**src/rtl/paint_stroke_engine_if.sv**
```systemverilog
// paint_stroke_engine_if
//   Groups the cursor-side inputs and the vga_adapter-side outputs of the
//   paint stroke engine.
//   master : cursor/mouse logic side (drives cursor_*, pen_*, observes vga_*)
//   slave  : the engine itself
//   Signals:
//     cursor_x[8:0], cursor_y[7:0], cursor_valid, pen_down, pen_color[8:0]
//     vga_x[8:0], vga_y[7:0], vga_color[8:0], vga_write, busy, coalesced
interface paint_stroke_engine_if;
   logic [8:0] cursor_x;
   logic [7:0] cursor_y;
   logic       cursor_valid;
   logic       pen_down;
   logic [8:0] pen_color;
   logic [8:0] vga_x;
   logic [7:0] vga_y;
   logic [8:0] vga_color;
   logic       vga_write;
   logic       busy;
   logic       coalesced;

   modport master (
      output cursor_x, cursor_y, cursor_valid, pen_down, pen_color,
      input  vga_x, vga_y, vga_color, vga_write, busy, coalesced
   );

   modport slave (
      input  cursor_x, cursor_y, cursor_valid, pen_down, pen_color,
      output vga_x, vga_y, vga_color, vga_write, busy, coalesced
   );
endinterface

```
**src/rtl/paint_stroke_engine.sv**
```systemverilog
// paint_stroke_engine
//   Turns cursor positions into VGA pixel writes. Consecutive pen-down points
//   are joined with a Bresenham line and a BRUSH_SIZE x BRUSH_SIZE square is
//   stamped (row-major, x fastest) at every line point, clipped to the screen.
//   A one-entry pending slot buffers the newest cursor point (latest wins).
//
//   Ports:
//     CLOCK_50 : system clock
//     reset    : synchronous, active-high
//     bus      : paint_stroke_engine_if.slave (cursor in, pixel writes out)
//
//   Build option:
//     PAINT_STROKE_INTERP_EN defined   -> lines drawn from the previous point
//     PAINT_STROKE_INTERP_EN undefined -> only the new point is stamped
//
//   state    | meaning
//   ---------+-----------------------------------------------------------
//   IDLE     | waiting for the pending slot; pops it when full
//   LOAD     | popped point: track pen-up point, or set up line + brush
//   STAMP    | one brush pixel per cycle at the current line point
//   ADVANCE  | segment done -> IDLE, else one Bresenham step -> STAMP
module paint_stroke_engine #(
   parameter int SCREEN_WIDTH  = 320,
   parameter int SCREEN_HEIGHT = 240,
   parameter int BRUSH_SIZE    = 5
) (
   input  logic                  CLOCK_50,
   input  logic                  reset,
   paint_stroke_engine_if.slave  bus
);

`ifdef PAINT_STROKE_INTERP_EN
   localparam bit INTERP_EN = 1'b1;
`else
   localparam bit INTERP_EN = 1'b0;
`endif

   localparam logic signed [10:0] HALF  = 11'(BRUSH_SIZE / 2);
   localparam logic signed [10:0] SCR_W = 11'(SCREEN_WIDTH);
   localparam logic signed [10:0] SCR_H = 11'(SCREEN_HEIGHT);
   localparam logic [2:0]         BMAX  = 3'(BRUSH_SIZE - 1);

   typedef enum logic [1:0] {
      ST_IDLE,
      ST_LOAD,
      ST_STAMP,
      ST_ADVANCE
   } state_t;

   state_t state_q, state_d;

   // pending slot
   logic [8:0] pend_x_q, pend_x_d;
   logic [7:0] pend_y_q, pend_y_d;
   logic       pend_pen_q, pend_pen_d;
   logic [8:0] pend_color_q, pend_color_d;
   logic       pend_full_q, pend_full_d;

   // popped point; also serves as the line end point
   logic [8:0] pt_x_q, pt_x_d;
   logic [7:0] pt_y_q, pt_y_d;
   logic       pt_pen_q, pt_pen_d;
   logic [8:0] color_q, color_d;

   // last consumed point
   logic [8:0] prev_x_q, prev_x_d;
   logic [7:0] prev_y_q, prev_y_d;
   logic       prev_valid_q, prev_valid_d;

   // line walker
   logic [8:0]         cx_q, cx_d;
   logic [7:0]         cy_q, cy_d;
   logic [9:0]         dx_q, dx_d;
   logic signed [9:0]  dy_q, dy_d;
   logic               sx_neg_q, sx_neg_d;
   logic               sy_neg_q, sy_neg_d;
   logic signed [10:0] err_q, err_d;
   logic [2:0]         ox_q, ox_d;
   logic [2:0]         oy_q, oy_d;

   // registered outputs
   logic [8:0] vga_x_q, vga_x_d;
   logic [7:0] vga_y_q, vga_y_d;
   logic [8:0] vga_color_q, vga_color_d;
   logic       vga_write_q, vga_write_d;
   logic       busy_q, busy_d;
   logic       coalesced_q, coalesced_d;

   logic               pop;
   logic [8:0]         start_x;
   logic [7:0]         start_y;
   logic [9:0]         adx, ady;
   logic signed [10:0] px, py;
   logic signed [11:0] e2, dx12, dy12;
   logic signed [10:0] err_n;

   always_comb begin
      state_d      = state_q;
      pend_x_d     = pend_x_q;
      pend_y_d     = pend_y_q;
      pend_pen_d   = pend_pen_q;
      pend_color_d = pend_color_q;
      pend_full_d  = pend_full_q;
      pt_x_d       = pt_x_q;
      pt_y_d       = pt_y_q;
      pt_pen_d     = pt_pen_q;
      color_d      = color_q;
      prev_x_d     = prev_x_q;
      prev_y_d     = prev_y_q;
      prev_valid_d = prev_valid_q;
      cx_d         = cx_q;
      cy_d         = cy_q;
      dx_d         = dx_q;
      dy_d         = dy_q;
      sx_neg_d     = sx_neg_q;
      sy_neg_d     = sy_neg_q;
      err_d        = err_q;
      ox_d         = ox_q;
      oy_d         = oy_q;
      vga_x_d      = vga_x_q;
      vga_y_d      = vga_y_q;
      vga_color_d  = vga_color_q;
      vga_write_d  = 1'b0;
      pop          = 1'b0;
      err_n        = err_q;

      // line start: previous point when interpolating from a valid prev,
      // otherwise the new point itself (single-point segment)
      if (INTERP_EN && prev_valid_q) begin
         start_x = prev_x_q;
         start_y = prev_y_q;
      end else begin
         start_x = pt_x_q;
         start_y = pt_y_q;
      end
      adx = (start_x > pt_x_q) ? {1'b0, start_x - pt_x_q} : {1'b0, pt_x_q - start_x};
      ady = (start_y > pt_y_q) ? {2'b00, start_y - pt_y_q} : {2'b00, pt_y_q - start_y};

      px = $signed({2'b00, cx_q}) + $signed({8'b0, ox_q}) - HALF;
      py = $signed({3'b000, cy_q}) + $signed({8'b0, oy_q}) - HALF;

      e2   = {err_q, 1'b0};
      dx12 = {2'b00, dx_q};
      dy12 = {{2{dy_q[9]}}, dy_q};

      case (state_q)
         ST_IDLE: begin
            if (pend_full_q) begin
               pop      = 1'b1;
               pt_x_d   = pend_x_q;
               pt_y_d   = pend_y_q;
               pt_pen_d = pend_pen_q;
               color_d  = pend_color_q;
               state_d  = ST_LOAD;
            end
         end
         ST_LOAD: begin
            if (!pt_pen_q) begin
               prev_x_d     = pt_x_q;
               prev_y_d     = pt_y_q;
               prev_valid_d = 1'b1;
               state_d      = ST_IDLE;
            end else begin
               cx_d     = start_x;
               cy_d     = start_y;
               dx_d     = adx;
               dy_d     = -ady;
               sx_neg_d = start_x > pt_x_q;
               sy_neg_d = start_y > pt_y_q;
               err_d    = {1'b0, adx} - {1'b0, ady};
               ox_d     = 3'd0;
               oy_d     = 3'd0;
               state_d  = ST_STAMP;
            end
         end
         ST_STAMP: begin
            if (px >= 0 && px < SCR_W && py >= 0 && py < SCR_H) begin
               vga_x_d     = px[8:0];
               vga_y_d     = py[7:0];
               vga_color_d = color_q;
               vga_write_d = 1'b1;
            end
            if (ox_q == BMAX) begin
               ox_d = 3'd0;
               if (oy_q == BMAX) begin
                  oy_d    = 3'd0;
                  state_d = ST_ADVANCE;
               end else begin
                  oy_d = oy_q + 3'd1;
               end
            end else begin
               ox_d = ox_q + 3'd1;
            end
         end
         ST_ADVANCE: begin
            if (cx_q == pt_x_q && cy_q == pt_y_q) begin
               prev_x_d     = pt_x_q;
               prev_y_d     = pt_y_q;
               prev_valid_d = 1'b1;
               state_d      = ST_IDLE;
            end else begin
               // both tests use the e2 from before this step
               if (e2 >= dy12) begin
                  err_n = err_n + {dy_q[9], dy_q};
                  cx_d  = sx_neg_q ? cx_q - 9'd1 : cx_q + 9'd1;
               end
               if (e2 <= dx12) begin
                  err_n = err_n + {1'b0, dx_q};
                  cy_d  = sy_neg_q ? cy_q - 8'd1 : cy_q + 8'd1;
               end
               err_d   = err_n;
               ox_d    = 3'd0;
               oy_d    = 3'd0;
               state_d = ST_STAMP;
            end
         end
         default: state_d = ST_IDLE;
      endcase

      // a same-cycle strobe refills the slot after the pop
      if (pop) pend_full_d = 1'b0;
      if (bus.cursor_valid) begin
         pend_x_d     = bus.cursor_x;
         pend_y_d     = bus.cursor_y;
         pend_pen_d   = bus.pen_down;
         pend_color_d = bus.pen_color;
         pend_full_d  = 1'b1;
      end
      coalesced_d = bus.cursor_valid && pend_full_q && !pop;
      busy_d      = (state_d != ST_IDLE) || pend_full_d;
   end

   always_ff @(posedge CLOCK_50) begin
      if (reset) begin
         state_q      <= ST_IDLE;
         pend_x_q     <= '0;
         pend_y_q     <= '0;
         pend_pen_q   <= 1'b0;
         pend_color_q <= '0;
         pend_full_q  <= 1'b0;
         pt_x_q       <= '0;
         pt_y_q       <= '0;
         pt_pen_q     <= 1'b0;
         color_q      <= '0;
         prev_x_q     <= '0;
         prev_y_q     <= '0;
         prev_valid_q <= 1'b0;
         cx_q         <= '0;
         cy_q         <= '0;
         dx_q         <= '0;
         dy_q         <= '0;
         sx_neg_q     <= 1'b0;
         sy_neg_q     <= 1'b0;
         err_q        <= '0;
         ox_q         <= '0;
         oy_q         <= '0;
         vga_x_q      <= '0;
         vga_y_q      <= '0;
         vga_color_q  <= '0;
         vga_write_q  <= 1'b0;
         busy_q       <= 1'b0;
         coalesced_q  <= 1'b0;
      end else begin
         state_q      <= state_d;
         pend_x_q     <= pend_x_d;
         pend_y_q     <= pend_y_d;
         pend_pen_q   <= pend_pen_d;
         pend_color_q <= pend_color_d;
         pend_full_q  <= pend_full_d;
         pt_x_q       <= pt_x_d;
         pt_y_q       <= pt_y_d;
         pt_pen_q     <= pt_pen_d;
         color_q      <= color_d;
         prev_x_q     <= prev_x_d;
         prev_y_q     <= prev_y_d;
         prev_valid_q <= prev_valid_d;
         cx_q         <= cx_d;
         cy_q         <= cy_d;
         dx_q         <= dx_d;
         dy_q         <= dy_d;
         sx_neg_q     <= sx_neg_d;
         sy_neg_q     <= sy_neg_d;
         err_q        <= err_d;
         ox_q         <= ox_d;
         oy_q         <= oy_d;
         vga_x_q      <= vga_x_d;
         vga_y_q      <= vga_y_d;
         vga_color_q  <= vga_color_d;
         vga_write_q  <= vga_write_d;
         busy_q       <= busy_d;
         coalesced_q  <= coalesced_d;
      end
   end

   assign bus.vga_x     = vga_x_q;
   assign bus.vga_y     = vga_y_q;
   assign bus.vga_color = vga_color_q;
   assign bus.vga_write = vga_write_q;
   assign bus.busy      = busy_q;
   assign bus.coalesced = coalesced_q;

endmodule

```
**src/flat_wrapper.sv**
```systemverilog
// flat-port wrapper written by rule: the top's interface ports become plain ports
module paint_stroke_engine_flat 
#(
   parameter int SCREEN_WIDTH  = 320,
   parameter int SCREEN_HEIGHT = 240,
   parameter int BRUSH_SIZE    = 5
)
  (CLOCK_50, reset, bus_cursor_x, bus_cursor_y, bus_cursor_valid, bus_pen_down, bus_pen_color, bus_vga_x, bus_vga_y, bus_vga_color, bus_vga_write, bus_busy, bus_coalesced);
  paint_stroke_engine_if bus_i ();
  input  logic CLOCK_50;
  input  logic reset;
  input wire logic [$bits(bus_i.cursor_x)-1:0] bus_cursor_x;
  input wire logic [$bits(bus_i.cursor_y)-1:0] bus_cursor_y;
  input wire logic [$bits(bus_i.cursor_valid)-1:0] bus_cursor_valid;
  input wire logic [$bits(bus_i.pen_down)-1:0] bus_pen_down;
  input wire logic [$bits(bus_i.pen_color)-1:0] bus_pen_color;
  output wire logic [$bits(bus_i.vga_x)-1:0] bus_vga_x;
  output wire logic [$bits(bus_i.vga_y)-1:0] bus_vga_y;
  output wire logic [$bits(bus_i.vga_color)-1:0] bus_vga_color;
  output wire logic [$bits(bus_i.vga_write)-1:0] bus_vga_write;
  output wire logic [$bits(bus_i.busy)-1:0] bus_busy;
  output wire logic [$bits(bus_i.coalesced)-1:0] bus_coalesced;
  assign bus_i.cursor_x = bus_cursor_x;
  assign bus_i.cursor_y = bus_cursor_y;
  assign bus_i.cursor_valid = bus_cursor_valid;
  assign bus_i.pen_down = bus_pen_down;
  assign bus_i.pen_color = bus_pen_color;
  assign bus_vga_x = bus_i.vga_x;
  assign bus_vga_y = bus_i.vga_y;
  assign bus_vga_color = bus_i.vga_color;
  assign bus_vga_write = bus_i.vga_write;
  assign bus_busy = bus_i.busy;
  assign bus_coalesced = bus_i.coalesced;
  paint_stroke_engine #(.SCREEN_WIDTH(SCREEN_WIDTH), .SCREEN_HEIGHT(SCREEN_HEIGHT), .BRUSH_SIZE(BRUSH_SIZE)) u_core (.CLOCK_50(CLOCK_50), .reset(reset), .bus(bus_i));
endmodule
```
**config.mk**
```make
export PLATFORM = sky130hd
export DESIGN_NAME = paint_stroke_engine_flat
export DESIGN_NICKNAME = d
export VERILOG_FILES = /design/src/rtl/paint_stroke_engine_if.sv /design/src/rtl/paint_stroke_engine.sv /design/src/flat_wrapper.sv
export SDC_FILE = /design/constraint.sdc
export NUM_CORES = 1
export LEC_CHECK = 0
export BUFFER_PORTS_ARGS = -buffer_cell sky130_fd_sc_hd__buf_4
export CAP_MARGIN = 20
export CORE_MARGIN = 5
export CORE_UTILIZATION = 25
export CTS_BUF_LIST = sky130_fd_sc_hd__clkbuf_4
export CTS_CLUSTER_DIAMETER = 120
export DETAILED_ROUTE_END_ITERATION = 6
export SLEW_MARGIN = 20
export SYNTH_ARGS = -nofsm -noshare
export SYNTH_HDL_FRONTEND = slang
export SYNTH_SLANG_ARGS = --single-unit
export TNS_END_PERCENT = 20
```
**constraint.sdc**
```tcl
create_clock -name CLOCK_50 -period 3.2 [get_ports CLOCK_50]
set_input_delay 0.64 -clock CLOCK_50 [delete_from_list [all_inputs] [get_ports CLOCK_50]]
set_output_delay 0.64 -clock CLOCK_50 [all_outputs]
set_load 0.02 [all_outputs]
```
Word-level counts from Yosys, hierarchy flattened
Index checks and enable logic that the tools add are counted.
{ "classes": {"n_addsub": 16, "order_cmp": 8, "n_eq_ne": 12, "n_mux": 35, "bitwise_logic": 1, "reduce_logical": 21} }
{ "op_table": {"columns": ["op", "count"], "rows": [
  ["two-way mux 11 bit", 6],
  ["two-way mux 9 bit", 4],
  ["two-way mux 8 bit", 4],
  [">= comparator 11 x 1 -> 1 bit, second input constant", 2],
  ["one-hot mux 11 bit (2 select lines)", 1],
  ["one-hot mux 3 bit (3 select lines)", 2],
  ["one-hot mux 9 bit (2 select lines)", 1],
  ["one-hot mux 8 bit (2 select lines)", 1],
  ["two-way mux 3 bit", 5],
  [">= comparator 12 x 10 -> 1 bit", 1],
  ["less-or-equal comparator 12 x 10 -> 1 bit", 1],
  ["AND reduction 4 bit", 3],
  ["adder 11 bit", 1],
  ["adder 11 x 9 -> 11 bit", 1],
  ["less-than comparator 11 x 10 -> 1 bit, second input constant", 1],
  ["less-than comparator 11 x 9 -> 1 bit, second input constant", 1],
  ["subtractor 10 x 2 -> 11 bit, second input constant", 1],
  ["adder 9 x 3 -> 10 bit", 1],
  ["two-way mux 2 bit", 5],
  ["negation 8 -> 10 bit", 1],
  ["subtractor 9 x 2 -> 10 bit, second input constant", 1],
  ["subtractor 9 x 8 -> 10 bit", 1],
  ["adder 8 x 3 -> 9 bit", 1],
  ["adder 9 x 1 -> 9 bit, second input constant", 1],
  ["other kinds (27)", 46]
]} }
{ "word_totals": {"ff_bits": 141, "output_inout_bits": 29, "word_cells": 118} }

Logic depth before layout (Yosys ltp)
Gate-level depths: netlist of the first run.
{ "logic_depth": {"ltp_word": 8, "depth_mapped": 14, "depth_no_buf": 13} }

Worst setup path after synthesis of the first run
No wires, ideal clock.
{ "synth_path": {"kind": "reg2reg", "start": "register u_core.cx_q[1]", "end": "register u_core.vga_x_q[5] (netlist: u_core.bus.vga_x[5])", "arrival_time_ns": 2.789, "required_time_ns": 3.126, "setup_slack_ns": 0.336, "stages_incl_launch_ff": 13, "period_less_slack_ns": 2.864, "cell_sequence": "dfxtp_1 -> inv_1 -> ha_1 -> inv_1 -> ha_1 -> fa_1 -> a211oi_2 -> nor4_1 -> o2bb2ai_1 -> nor4b_2 -> o211ai_2 -> or4_1 -> o21ai_0"} }
{ "synth_between": {"elab_chain_len": 7, "word_cells_on_any_way": 8, "cone_classes": "add/sub: 2; order compare: 2; reduce/logical: 4"} }
{ "synth_rtl": {"columns": ["element", "line_no", "text"], "rows": [
  ["start: declaration", "paint_stroke_engine.sv:71", "logic [8:0] cx_q, cx_d;"],
  ["start signal: assignment", "paint_stroke_engine.sv:248", "cx_q <= '0;"],
  ["start signal: assignment", "paint_stroke_engine.sv:277", "cx_q <= cx_d;"],
  ["adder 9 x 3 -> 10 bit (*)", "paint_stroke_engine.sv:139", "px = $signed({2'b00, cx_q}) + $signed({8'b0, ox_q}) - HALF;"],
  ["subtractor 10 x 2 -> 11 bit (*)", "paint_stroke_engine.sv:139", null],
  [">= comparator 11 x 1 -> 1 bit / less-than comparator 11 x 10 -> 1 bit (equally long branches)", "paint_stroke_engine.sv:177", "if (px >= 0 && px < SCR_W && py >= 0 && py < SCR_H) begin"],
  ["logical AND 1 bit (3 in series)", "paint_stroke_engine.sv:177", null],
  ["AND reduction 2 bit (no source line)", null, null],
  ["end signal: assignment", "paint_stroke_engine.sv:286", "vga_x_q <= vga_x_d;"],
  ["end: declaration", "paint_stroke_engine.sv:82", "logic [8:0] vga_x_q, vga_x_d;"]
]} }
Every way passes the cells marked *; elsewhere a longest branch is shown, timed or not.
A chain may end at the register's enable or synchronous reset.

Final worst setup path of the first run
{ "layout_path": {"start": "register u_core.ox_q[1]", "end": "register u_core.vga_x_q[5] (netlist: u_core.bus.vga_x[5])"} }
{ "layout_between": {"elab_chain_len": 7, "word_cells_on_any_way": 8, "cone_classes": "add/sub: 2; order compare: 2; reduce/logical: 4"} }
{ "layout_rtl": {"columns": ["element", "line_no", "text"], "rows": [
  ["start: declaration", "paint_stroke_engine.sv:78", "logic [2:0] ox_q, ox_d;"],
  ["start signal: assignment", "paint_stroke_engine.sv:255", "ox_q <= '0;"],
  ["start signal: assignment", "paint_stroke_engine.sv:284", "ox_q <= ox_d;"],
  ["adder 9 x 3 -> 10 bit (*)", "paint_stroke_engine.sv:139", null],
  ["subtractor 10 x 2 -> 11 bit (*)", "paint_stroke_engine.sv:139", null],
  [">= comparator 11 x 1 -> 1 bit / less-than comparator 11 x 10 -> 1 bit (equally long branches)", "paint_stroke_engine.sv:177", null],
  ["logical AND 1 bit (3 in series)", "paint_stroke_engine.sv:177", null],
  ["AND reduction 2 bit (no source line)", null, null]
]} }
Marked as above.

==> run_results.csv, run 1 <==
group,metric,value,unit
drt,viasPerCell,4.66,
drt,wl,15400,um
global_routing,grt_pass1_wl,25100,um
synthesis,synth_xor_area_share,3.74,%
layout,final_cells,1128,
sta,period_minus_slack,3.06,ns
synthesis,syn_nets,808,
drt,via_count,5262,
synthesis,ys_ff_latch,120,
power_and_ir_drop,vdd_drop_max,0.000288,V
synthesis,ys_top_cells_by_area,"dfxtp_1, ha_1, a21oi_1",
clocking,clkTransAtPathRegs,0.11,ns
placed_design,io_buffers,58,
layout,multi_input_area,3400,sq um
synthesis,synthSimpleGateAreaFrac,19.8,%
critical_path,crit_type,"flip-flop to flip-flop",
synthesis,yosysTopAreaCell,"dfxtp_1",
power_and_ir_drop,power_density,386,nW/um^2
global_routing,antenna_found_initial,1,
critical_path,worstPathRequired,3.66,ns
critical_path,startpoint_type,"flip-flop",
placed_design,pre_cts_ws,0.0692,ns
sta,finalClockSkew,0.0185,ns
clocking,cts_htree_levels,4,
drt,wire_per_inst,13.7,um
global_routing,first_global_vias,4808,
sta,postLayoutSetupSlackWorst,0.136,ns
placed_design,place_inst,1092,
synthesis,ys.flop_type,"dfxtp_1",
worst_hold_path,hold_class,"input port to flip-flop",
die,rows,57,
synthesis,synth_area,6090,sq um
sta,hold_viol,0,
synthesis,yosysSeqAreaShare,39.5,%
layout,nets,864,
critical_path,crit_arrival,3.52,ns
die,core,24200,sq um
layout,drive_gt1_share,16.8,%
die,initial_core_util,25.2,%
layout,seqCellArea,2400,sq um
drt,drtAntennaViolNets,0,
die,dieHeight,166,um
layout,final.fill_count,2581,
placed_design,place_congestion,0.825,
sta,finalHoldWorstSlack,0.335,ns
synthesis,synth_cells,736,
synthesis,synth_top_family_by_area,"simple AND/OR/NAND/NOR gates",
sta,slew_headroom,30.3,%
sta,worst_pin_slew,1.05,ns
clocking,cts_root_buffer,"clkbuf_4",
die,pin_count,59,
global_routing,grt_max_degree,78,
layout,fin_util,30.0,%
synthesis,synthAdderAreaFrac,8.88,%
drt,drt-initial-drc-count,298,
run_status,status,"finished clean",
clocking,cts.path.max_buffers,2,
synthesis,async_reset_ff_share,0,%
drt,dr.pass1.iters,5,
flow_run,drv_cap,0,
critical_path,cp_max_fo,5,
synthesis,yosys_warnings,0,
synthesis,synth_edf_count,0,
sta,final.period_utilization,95.8,%
die,die_x,166,um
sta,slew_violations,0,
critical_path,critPathCaptureType,"flip-flop",
clocking,clock-sinks,120,
synthesis,ys_types,60,
die,die-area,27600,sq um
sta,max_freq,0.326,GHz
global_routing,track_usage,11.0,%
synthesis,synth_compound_area_share,17.6,%
placed_design,hpwl,11000,um
clocking,tritoncts,"yes",
sta,finalSetupViolations,0,
clocking,numCtsBuffers,17,
synthesis,synthMuxAreaShare,4.99,%
clocking,worstSkewPairLatency,0.53,ns
power_and_ir_drop,total_power,2800,uW
synthesis,syn_avg_cell_area,8.27,sq um
layout,syn2layout_area_growth,19.2,%
drt,drc,0,
global_routing,grt-ovfl-total,0,
power_and_ir_drop,p_leak,0.00295,uW
synthesis,netlist.area_leader.share,39.5,%
[synth_stat cells (2+ instances only)]
master,n
a211oi_1,9
or4_1,3
nand2_1,71
nor4_1,2
o2111a_1,2
nand4_1,7
or2_2,10
mux2_2,3
buf_2,5
clkbuf_2,2
nor3_1,14
clkbuf_1,30
a22oi_1,5
o31ai_1,7
o211ai_2,2
nand3_1,32
ha_1,40
o21a_1,2
and2_1,11
and3_1,12
fa_1,2
a21oi_1,87
mux2i_1,27
xor2_1,4
a31oi_1,4
dfxtp_1,120
buf_1,3
nor2b_1,5
o21ai_0,45
xnor2_1,22
nor2_1,62
nand2b_1,5
inv_1,41
or3_1,11
a32oi_1,4
[final timing paths]
check	from	to	slack (ns)	cells after the start
max reg2reg	u_core.ox_q[1]	u_core.bus.vga_x[5]	0.14	12
min reg2reg	u_core.pend_y_q[2]	u_core.pt_y_q[2]	0.46	2
max	u_core.ox_q[1]	u_core.bus.vga_x[5]	0.14	12
min	bus_cursor_y[3]	u_core.pend_y_q[3]	0.34	3
[area by class of cell]
type                    count  share of cell area, %
clock inverters            11                   1.83
repair buffers             79                   8.57
multi-input cells         533                   46.8
diodes                      1                 0.0345
clock buffers              19                   1.97
inverters                  41                   2.12
flip-flops and latches    120                   33.1
well taps                 324                   5.59
[cell families after synthesis]
group                      after synthesis
and+or+nand+nor                        252
xor gates and xnor gates                26
muxes                                   30
DFF                                    120
AOI/OAI and AO/OA                      182
other                                    1
adders and majority gates               42
buffers and inverters                   83
[sequential cells by signal (all words and copies together) (netlist names)]
register and cells:
u_core.err_q 11, u_core.bus.vga_color 9, u_core.bus.vga_x 9, u_core.color_q 9, u_core.cx_q 9, u_core.pend_color_q 9
u_core.pend_x_q 9, u_core.pt_x_q 9, u_core.bus.vga_y 8, u_core.cy_q 8, u_core.pend_y_q 8, u_core.pt_y_q 8
u_core.ox_q 3, u_core.oy_q 3, u_core.state_q 2, u_core.bus.busy 1, u_core.bus.coalesced 1, u_core.bus.vga_write 1
u_core.pend_full_q 1, u_core.pend_pen_q 1, u_core.pt_pen_q 1
[per-layer routing]
layer  vias to the layer above  track usage, %  routed length [um]
met3                        14            2.26                 542
li1                       2666               -                   -
met5                         -               0                   0
met4                         0            3.87                 195
met1                      2493            15.1                7660
met2                        89            17.2                7010
[per-stage QoR]
stage | setup TNS (ns) | cell area [sq um]
6_report | 0 | 7260
5_1_grt | -0.0324 | 7260
4_1_cts | 0 | 7150
3_5_place_dp | 0 | 6870
3_3_place_gp | 0 | 6870
2_1_floorplan | 0 | 6090
[what timing repair did]
action | 4_1_cts | 5_1_grt
gates resized for setup | 0 | 14
hold buffers | 0 | 0
setup buffers | 0 | 4
setup endpoints to repair | 0 | 25
[placed cells by master (no fill, tap or decap), drive strengths merged, types with 4 or more instances in the layout]
master,count
dfxtp,120
a21oi,88
buf,78
nand2,72
nor2,62
o21ai,46
inv,41
ha,40
nand3,32
mux2i,27
xnor2,22
clkbuf,20
nor3,14
and3,12
and2,12
or3,11
or2,11
a211oi,10
nand4,7
o31ai,7
clkinv,6
nor2b,5
a22oi,5
nand2b,5
a31oi,4
xor2,4
a32oi,4
[power breakdown]
group / internal, uW / switching [uW] / total [uW]
Clock: 539 / 560 / 1100
Combinational: 65.4 / 86.4 / 152
Sequential: 1520 / 23.8 / 1550
[critical path, cell delays in order (launching register included)]
cell and delay, ns:
dfxtp_1 0.36, inv_1 0.07, ha_1 0.28, inv_1 0.04, ha_1 0.21, fa_2 0.40, a211oi_4 0.29, nor4_1 0.08
o2bb2ai_1 0.14, nor4b_2 0.37, o211ai_2 0.22, or4_1 0.49, o21ai_0 0.07
Note: power is estimated with default switching activity, not from simulation.
==> run 2: changes to the inputs <==
--- a/config.mk
+++ b/config.mk
@@ -12,6 +12,7 @@
 export CTS_BUF_LIST = sky130_fd_sc_hd__clkbuf_4
 export CTS_CLUSTER_DIAMETER = 120
 export DETAILED_ROUTE_END_ITERATION = 6
+export PLACE_DENSITY = 0.47
 export SLEW_MARGIN = 20
 export SYNTH_ARGS = -nofsm -noshare
 export SYNTH_HDL_FRONTEND = slang
==> run 2 against run 1 <==
Against the previous run: via count down 1.8%; count of clock-buffer cells in the layout up 3; total power up 1.9%; non-clock buffer count up 3; flip-flop and latch count unchanged; global-route usage up 0.72 points; cell area up 1.1%; critical path type unchanged; largest cell class unchanged.
==> run_results.csv, run 2 (synthesized netlist as in run 1, its figures left out) <==
group,metric,value,unit
placed_design,place_area,6880,sq um
clocking,cts_htree_levels,4,
power_and_ir_drop,power_frac_clock,40.4,%
sta,period_minus_slack,3.00,ns
critical_path,cp_max_fo,6,
sta,finalSetupViolations,0,
power_and_ir_drop,internal-power,2170,uW
drt,wl,16100,um
sta,final.period_utilization,93.7,%
layout,final_common_cell,"dfxtp_1",
drt,via_count,5167,
placed_design,pre_cts_ws,0.112,ns
placed_design,hpwl,11300,um
drt,drtAntennaViolNets,0,
power_and_ir_drop,p_leak,0.00295,uW
placed_design,place_inst,1093,
clocking,postCtsHoldBufs,0,
die,rows,57,
worst_hold_path,hold_class,"input port to flip-flop",
power_and_ir_drop,switching_power,686,uW
layout,drive_gt1_share,19.6,%
global_routing,first_global_vias,4950,
global_routing,antenna_found_initial,1,
die,dieHeight,166,um
layout,final_cells,1133,
die,die-area,27600,sq um
clocking,cts.path.max_buffers,2,
drt,route.met3.wl,404,um
clocking,cts_root_buffer,"clkbuf_4",
layout,final.fill_count,2594,
layout,final_cell_mix,"dfxtp_1, a21oi_1, buf_4",
die,core,24200,sq um
layout,postLayoutCellArea,7330,sq um
sta,finalClockSkew,0.0282,ns
drt,wl_met2,7230,um
sta,hold_viol,0,
layout,syn2layout_area_growth,20.5,%
sta,slew_violations,0,
drt,drc,0,
clocking,clkTransAtPathRegs,0.12,ns
critical_path,critPathCaptureType,"flip-flop",
power_and_ir_drop,p_sw_share,24.1,%
drt,top_layer_used,"met4",
sta,worst_pin_slew,1.11,ns
drt,wire_per_inst,14.2,um
run_status,status,"finished clean",
layout,largest_register,"u_core.err_q",
sta,max_freq,0.334,GHz
global_routing,grt_pass1_wl,26500,um
die,pin_count,59,
sta,postLayoutSetupSlackWorst,0.203,ns
clocking,clock-sinks,120,
power_and_ir_drop,vdd_drop_max,0.000239,V
global_routing,grt-ovfl-total,0,
sta,finalHoldWorstSlack,0.315,ns
global_routing,grt_max_degree,102,
layout,nets,867,
power_and_ir_drop,power_density,389,nW/um^2
placed_design,place_congestion,0.743,
drt,met1Wirelength,8200,um
flow_run,drv_cap,0,
global_routing,track_usage,11.7,%
power_and_ir_drop,seq_power_share,54.3,%
sta,final.setup.tns,0,ns
drt,viasPerCell,4.56,
die,die_x,166,um
clocking,numCtsBuffers,17,
placed_design,io_buffers,58,
layout,largest_reg_flops,11,
clocking,worstSkewPairLatency,0.56,ns
critical_path,crit_type,"flip-flop to flip-flop",
critical_path,startpoint_type,"flip-flop",
critical_path,crit_arrival,3.51,ns
die,initial_core_util,25.2,%
drt,dr.pass1.iters,4,
sta,slew_headroom,26.0,%
drt,drt-initial-drc-count,232,
clocking,tritoncts,"yes",
power_and_ir_drop,p_comb_share,5.3,%
critical_path,worstPathRequired,3.71,ns
-- run 2: changes by cell type in the layout (fill, tap and decap cells not counted), sizes merged --
cell	delta
buf	+4
clkbuf	+2
clkinv	-1
-- run 2: critical path: stages (launching register included) --
cell      delay [ns]
dfxtp_2         0.36
inv_4           0.05
ha_4            0.23
inv_2           0.07
ha_4            0.13
inv_2           0.04
fa_2            0.36
nand2b_4        0.15
a211oi_2        0.24
o32ai_2         0.11
nor4b_2         0.37
o211ai_2        0.24
or4_1           0.54
o21ai_1         0.08
-- run 2: cell type report --
type / count / area (sq um) / area share [%]
flip-flops and latches: 120 / 2410 / 32.8
inverters: 41 / 156 / 2.13
multi-input cells: 533 / 3440 / 46.9
clock inverters: 10 / 128 / 1.74
well taps: 324 / 405 / 5.53
clock buffers: 22 / 165 / 2.25
repair buffers: 82 / 631 / 8.60
diodes: 1 / 2.50 / 0.0341
-- run 2: metal layers --
| metal | vias up | track usage, % |
|---|---|---|
| met5 | - | 0 |
| met4 | 0 | 4.02 |
| met3 | 14 | 2.17 |
| met2 | 68 | 18.0 |
| met1 | 2404 | 16.5 |
| li1 | 2681 | - |
-- run 2: worst paths after layout --
kind	startpoint	end	slack [ns]	cells after the start
max	u_core.oy_q[1]	u_core.bus.vga_x[5]	0.20	13
min	bus_pen_color[1]	u_core.pend_color_q[1]	0.32	3
max reg2reg	u_core.oy_q[1]	u_core.bus.vga_x[5]	0.20	13
min reg2reg	u_core.pend_color_q[2]	u_core.color_q[2]	0.45	2
-- run 2: timing repair --
action                     in CTS  in global routing
buffers inserted                0                  6
setup endpoints to repair       0                 26
resized for setup               0                 37
-- run 2: per-stage QoR --
| stage | total power [uW] | util, % |
|---|---|---|
| 4_1_cts | 2890 | 29.7 |
| 3_5_place_dp | 1740 | 28.5 |
| 5_1_grt | 2980 | 30.3 |
| 6_report | 2850 | 30.3 |
| 3_3_place_gp | 1730 | 28.5 |
| 2_1_floorplan | 1670 | - |
-- run 2: power groups by stage --
stage	combinational, uW	sequential, uW	clock, uW
3_5_place_dp	153	1580	0
2_1_floorplan	101	1570	0
5_1_grt	170	1550	1260
3_3_place_gp	152	1580	0
6_report	152	1550	1150
4_1_cts	154	1550	1190
